===== config.mk =====
export PLATFORM = sky130hd
export DESIGN_NAME = medidor_de_frecuencia
export DESIGN_NICKNAME = d
export VERILOG_FILES = /design/src/rtl/medidor_de_frecuencia_pkg.sv /design/src/rtl/sincronizador_flanco.sv /design/src/rtl/medidor_de_frecuencia.sv
export SDC_FILE = /design/constraint.sdc
export NUM_CORES = 1
export LEC_CHECK = 0
export ABC_AREA = 1
export BUFFER_PORTS_ARGS = -buffer_cell sky130_fd_sc_hd__buf_2
export CORE_MARGIN = 2
export CORE_UTILIZATION = 40
export DETAILED_ROUTE_END_ITERATION = 10
export GPL_ROUTABILITY_DRIVEN = 1
export PLACE_DENSITY_LB_ADDON = 0.05
export SLEW_MARGIN = 40
export SYNTH_ARGS = -nofsm -noshare
export SYNTH_HDL_FRONTEND = slang
export SYNTH_SLANG_ARGS = --single-unit

===== constraint.sdc =====
create_clock -name clk -period 1.7 [get_ports clk]
set_input_delay 0.34 -clock clk [delete_from_list [all_inputs] [get_ports clk]]
set_output_delay 0.34 -clock clk [all_outputs]
set_load 0.02 [all_outputs]

===== src/rtl/medidor_de_frecuencia_pkg.sv =====
// Shared definitions for the frequency meter: FSM state encodings and the
// default widths, so the divider and the meter agree on the frecnum encoding.
package medidor_de_frecuencia_pkg;

  typedef enum logic [1:0] {
    ST_IDLE    = 2'd0,
    ST_MEASURE = 2'd1,
    ST_LATCH   = 2'd2
  } estado_t;

  localparam int GATE_CYCLES_DEF = 100000;
  localparam int CNT_W_DEF       = 8;
  localparam int SYNC_STAGES_DEF = 2;

  // Gate counter width; a one-cycle window still needs a 1-bit counter.
  function automatic int gate_width(input int cycles);
    return (cycles > 1) ? $clog2(cycles) : 1;
  endfunction

endpackage


===== src/rtl/sincronizador_flanco.sv =====
// Brings an asynchronous input into the clk domain and produces a registered
// one-cycle pulse on each rising edge. Total latency from d_async to
// edge_rise is SYNC_STAGES+1 cycles.
module sincronizador_flanco
  import medidor_de_frecuencia_pkg::*;
#(
  parameter int SYNC_STAGES = SYNC_STAGES_DEF
) (
  input  logic clk,
  input  logic reset,
  input  logic d_async,
  output logic edge_rise
);

  logic [SYNC_STAGES-1:0] sync_q;
  logic                   s_d;

  if (SYNC_STAGES < 2) begin : g_bad_stages
    $error("sincronizador_flanco: SYNC_STAGES must be at least 2");
  end

  // Synchronizer chain, delayed copy and rising-edge register.
  always_ff @(posedge clk) begin
    if (reset) begin
      sync_q    <= '0;
      s_d       <= 1'b0;
      edge_rise <= 1'b0;
    end else begin
      sync_q    <= {sync_q[SYNC_STAGES-2:0], d_async};
      s_d       <= sync_q[SYNC_STAGES-1];
      edge_rise <= sync_q[SYNC_STAGES-1] & ~s_d;
    end
  end

endmodule


===== src/rtl/medidor_de_frecuencia.sv =====
// Frequency meter: counts rising edges of sig_in over a gate window of
// GATE_CYCLES clocks and reports the count on frecnum with a valid pulse.
//
//   state      | meaning
//   -----------+----------------------------------------------------------
//   ST_IDLE    | stopped, counters held at zero
//   ST_MEASURE | gate open, counting edges
//   ST_LATCH   | one cycle: copy count to outputs, edges here are dropped
module medidor_de_frecuencia
  import medidor_de_frecuencia_pkg::*;
#(
  parameter int GATE_CYCLES = GATE_CYCLES_DEF,
  parameter int CNT_W       = CNT_W_DEF,
  parameter int SYNC_STAGES = SYNC_STAGES_DEF
) (
  input  logic             clk,
  input  logic             reset,
  input  logic             enable,
  input  logic             sig_in,
  output logic [CNT_W-1:0] frecnum,
  output logic             valid,
  output logic             overflow,
  output logic             busy
);

  localparam int                GATE_W    = gate_width(GATE_CYCLES);
  localparam logic [GATE_W-1:0] GATE_LAST = GATE_W'(GATE_CYCLES - 1);
  localparam logic [CNT_W-1:0]  CNT_MAX   = '1;

  estado_t           state;
  estado_t           state_next;
  logic [GATE_W-1:0] gate_cnt;
  logic [CNT_W-1:0]  edge_cnt;
  logic              ovf;
  logic              edge_rise;
  logic              gate_done;

  sincronizador_flanco #(
    .SYNC_STAGES(SYNC_STAGES)
  ) u_sync (
    .clk      (clk),
    .reset    (reset),
    .d_async  (sig_in),
    .edge_rise(edge_rise)
  );

  assign gate_done = (gate_cnt == GATE_LAST);

  // State register.
  always_ff @(posedge clk) begin
    if (reset) begin
      state <= ST_IDLE;
    end else begin
      state <= state_next;
    end
  end

  // Next-state decode; dropping enable aborts a window but never a latch.
  always_comb begin
    state_next = state;
    busy       = 1'b0;
    case (state)
      ST_IDLE: begin
        if (enable) state_next = ST_MEASURE;
      end
      ST_MEASURE: begin
        busy = 1'b1;
        if (!enable)        state_next = ST_IDLE;
        else if (gate_done) state_next = ST_LATCH;
      end
      ST_LATCH: begin
        busy       = 1'b1;
        state_next = enable ? ST_MEASURE : ST_IDLE;
      end
      default: state_next = ST_IDLE;
    endcase
  end

  // Gate and saturating edge counters; cleared whenever the gate is closed,
  // so a new window always starts from zero.
  always_ff @(posedge clk) begin
    if (reset) begin
      gate_cnt <= '0;
      edge_cnt <= '0;
      ovf      <= 1'b0;
    end else if (state == ST_MEASURE) begin
      gate_cnt <= gate_cnt + GATE_W'(1);
      if (edge_rise) begin
        if (edge_cnt == CNT_MAX) ovf <= 1'b1;
        else                     edge_cnt <= edge_cnt + CNT_W'(1);
      end
    end else begin
      gate_cnt <= '0;
      edge_cnt <= '0;
      ovf      <= 1'b0;
    end
  end

  // Result registers; valid is registered so it lines up with new frecnum.
  always_ff @(posedge clk) begin
    if (reset) begin
      frecnum  <= '0;
      overflow <= 1'b0;
      valid    <= 1'b0;
    end else begin
      valid <= (state == ST_LATCH);
      if (state == ST_LATCH) begin
        frecnum  <= edge_cnt;
        overflow <= ovf;
      end
    end
  end

endmodule

==> flow_summary.toml <==
[outcome]
status = "complete, no violations"

[sta]
worstMarginPinSlew_ns = 0.540
setup-tns-final_ns = 0
fin_skew_ns = 0.00721
setup_slack_ns = 0.144
setup_viol_count_final = 0
max_freq_ghz = 0.643
slew_violations = 0
slew_headroom = 0.640
hold_violations = 0
period_needed_ns = 1.56
rsz0062_at_grt = "no"
fin_crit_sh = 0.915

[clocking]
cts_resized = 0
cts_hold_buffers = 0
cts_buffer_depth = 2
cts-root-buf = "clkbuf_8"
cts_tree = "built"
htreeDepth = 2
clock-sinks = 42
cts_buffers = 5
clkTransAtPathRegs_ns = 0.07
clk_latency_ns = 0.28
cts_setup_buffers = 0

[detailed_routing]
vias = 1454
wirelength_um = 3380
route.detailed.drc = 0
antenna_left = 0
firstDrtPassIters = 2
drtIter0Drc = 41
vias_per_cell = 4.65
wl_per_cell_um = 10.8

[floorplanning]
die_width_um = 71.5
initial_utilization = 0.416
die_h_um = 71.5
core_area_um2 = 4380
design.die.area_um2 = 5110
rows = 24
num_io_pins = 15

[synthesis]
yosys-top-cells-area = "dfxtp_1 46%, nor2_1 9.1%, nand2_1 6.6%"
ys_ff_latch = 42
synth_top_area_frac = 0.461
ys_seq_area_frac = 0.461
yosysMostFrequentCell = "nor2_1"
synth_cells = 239
yosys_most_used_dff = "dfxtp_1"
syn-cell-area_um2 = 1820
async_reset_ff_frac = 0
synth_commonest_cells = "44 x nor2_1, 42 x dfxtp_1, 32 x nand2_1, 27 x inv_1, 19 x o21ai_0"
ys_types = 27
ys_warn_count = 0
synth.avg_cell_area_um2 = 7.63
synth_fp_nets = 249
synth_top_area_cell = "dfxtp_1"
synth_edf_count = 0

[power]
intPower_mw = 1.59
power_density_nw_per_um2 = 1120
pwr-share-seq = 0.486
p_sw_uw = 721
clkPwrFrac = 0.282
comb_power_share = 0.231
max-vdd-ir-drop_mv = 0.719
p_sw_frac = 0.313
leakage_nw = 0.784

[layout]
final_nets = 270
drive_gt1_frac = 0.165
diodes = 0
area_delta_synth_final_pct = 12.6

[critical_path]
cp_top_family = "flip-flops"
end_kind = "output pin"
critPathLaunchType = "flip-flop"
worstSetupPathType = "flip-flop to output pin"
critPathSlowestCell = "dfxtp_1"
cp_cell_sequence = "inv_1 > ha_1 > buf_2"
arrival_ns = 1.22
cp_max_fo = 3
cp_slowest_stage_delay_ns = 0.38
crit_buf_inv = 2
cp.required_ns = 1.36

[hold_path]
hp-class = "input pin to flip-flop"

[place]
gp_congestion = 0.728
dp_worst_setup_slack_ns = 0.229
port_buffers = 14
dp_hpwl_um = 2490

[global_route]
track_usage = 0.152
grt_pass1_vias = 1435
grt_max_degree = 19
antenna_found_initial = 0
grt_first_pass_wirelength_um = 6250
grt_overflow = 0

[job]
maxCapViolCount = 0
cell type report:
type / count / area, µm²
inverters: 29 / 109
fillers: 478 / 2330
flip-flops and latches: 42 / 841
repair buffers: 17 / 92.6
multi-input cells: 165 / 855
clock buffers: 7 / 86.3
clock inverters: 1 / 5.00
well taps: 52 / 65.1
sequential cells by signal (all words and copies together), names as in the netlist, 2 cells and up:
name / cells
edge_cnt: 8
frecnum: 8
gate_cnt: 17
state: 2
u_sync.sync_q: 2
cell usage in the layout (no fill, tap or decap), types with 3 or more instances in the layout:
| master | synthesis | layout |
|---|---|---|
| nor2_2 | 4 | 4 |
| dfxtp_1 | 42 | 42 |
| buf_4 | 0 | 3 |
| nand3_1 | 14 | 14 |
| nand2_2 | 4 | 4 |
| inv_1 | 27 | 27 |
| a21oi_1 | 15 | 15 |
| clkbuf_8 | 0 | 6 |
| nand2_1 | 32 | 32 |
| nor3_1 | 8 | 8 |
| o21ai_0 | 19 | 19 |
| ha_1 | 6 | 6 |
| nor2_1 | 44 | 44 |
| buf_2 | 0 | 14 |
metal layers:
| metal | global-route usage | share of wire |
|---|---|---|
| met1 | 0.192 | 0.51 |
| met2 | 0.262 | 0.46 |
| met3 | 0.0338 | 0.023 |
| met4 | 0.0377 | 0.0044 |
| met5 | 0 | 0 |
worst register-to-register path, delay by kind of cell (launching register included):
| kind | cells | cell delay, ns |
|---|---|---|
| and+or+nand+nor | 6 | 0.61 |
| DFF | 1 | 0.38 |
| adders and majority gates | 1 | 0.24 |
| AOI/OAI and AO/OA | 1 | 0.11 |
| buffers and inverters | 1 | 0.07 |
cells by family after synthesis:
group / after synthesis / share of synthesized area
compound gates: 40 / 0.117
fa+ha+maj: 6 / 0.0412
simple gates: 116 / 0.296
buf+inv: 32 / 0.0700
flops: 42 / 0.461
xor+xnor: 3 / 0.0144
power by group through the flow:
stage	logic (mW)	clock network, mW	registers [mW]
2_1_floorplan	0.320	0	1.21
3_3_place_gp	0.542	0	1.14
3_5_place_dp	0.542	0	1.15
4_1_cts	0.545	0.679	1.12
5_1_grt	0.613	0.721	1.13
6_report	0.534	0.651	1.12
path summary, 6_finish.rpt:
check | startpoint | endpoint | slack [ns] | depth (start not counted)
max | state[0]$_SDFFE_PP0P_ | busy | 0.14 | 3
min | sig_in | u_sync.sync_q[0]$_SDFF_PP0_ | 0.27 | 3
max reg2reg | edge_cnt[1]$_SDFFE_PP0P_ | edge_cnt[5]$_SDFFE_PP0P_ | 0.24 | 9
min reg2reg | u_sync.s_d$_SDFF_PP0_ | u_sync.edge_rise$_SDFF_PP0_ | 0.39 | 1
through the flow:
step | power, mW | hold slack, ns | util | area (µm²) | instances
detailed placement | 1.69 | 0.383 | 0.447 | 1960 | 305
finish | 2.31 | 0.270 | 0.468 | 2050 | 313
global placement | 1.69 | 0.380 | 0.447 | 1960 | 305
CTS | 2.35 | 0.257 | 0.468 | 2050 | 313
floorplan | 1.53 | 0.373 | - | 1820 | 239
global route | 2.47 | 0.262 | 0.468 | 2050 | 313
Power figures use the tool's default switching activity.
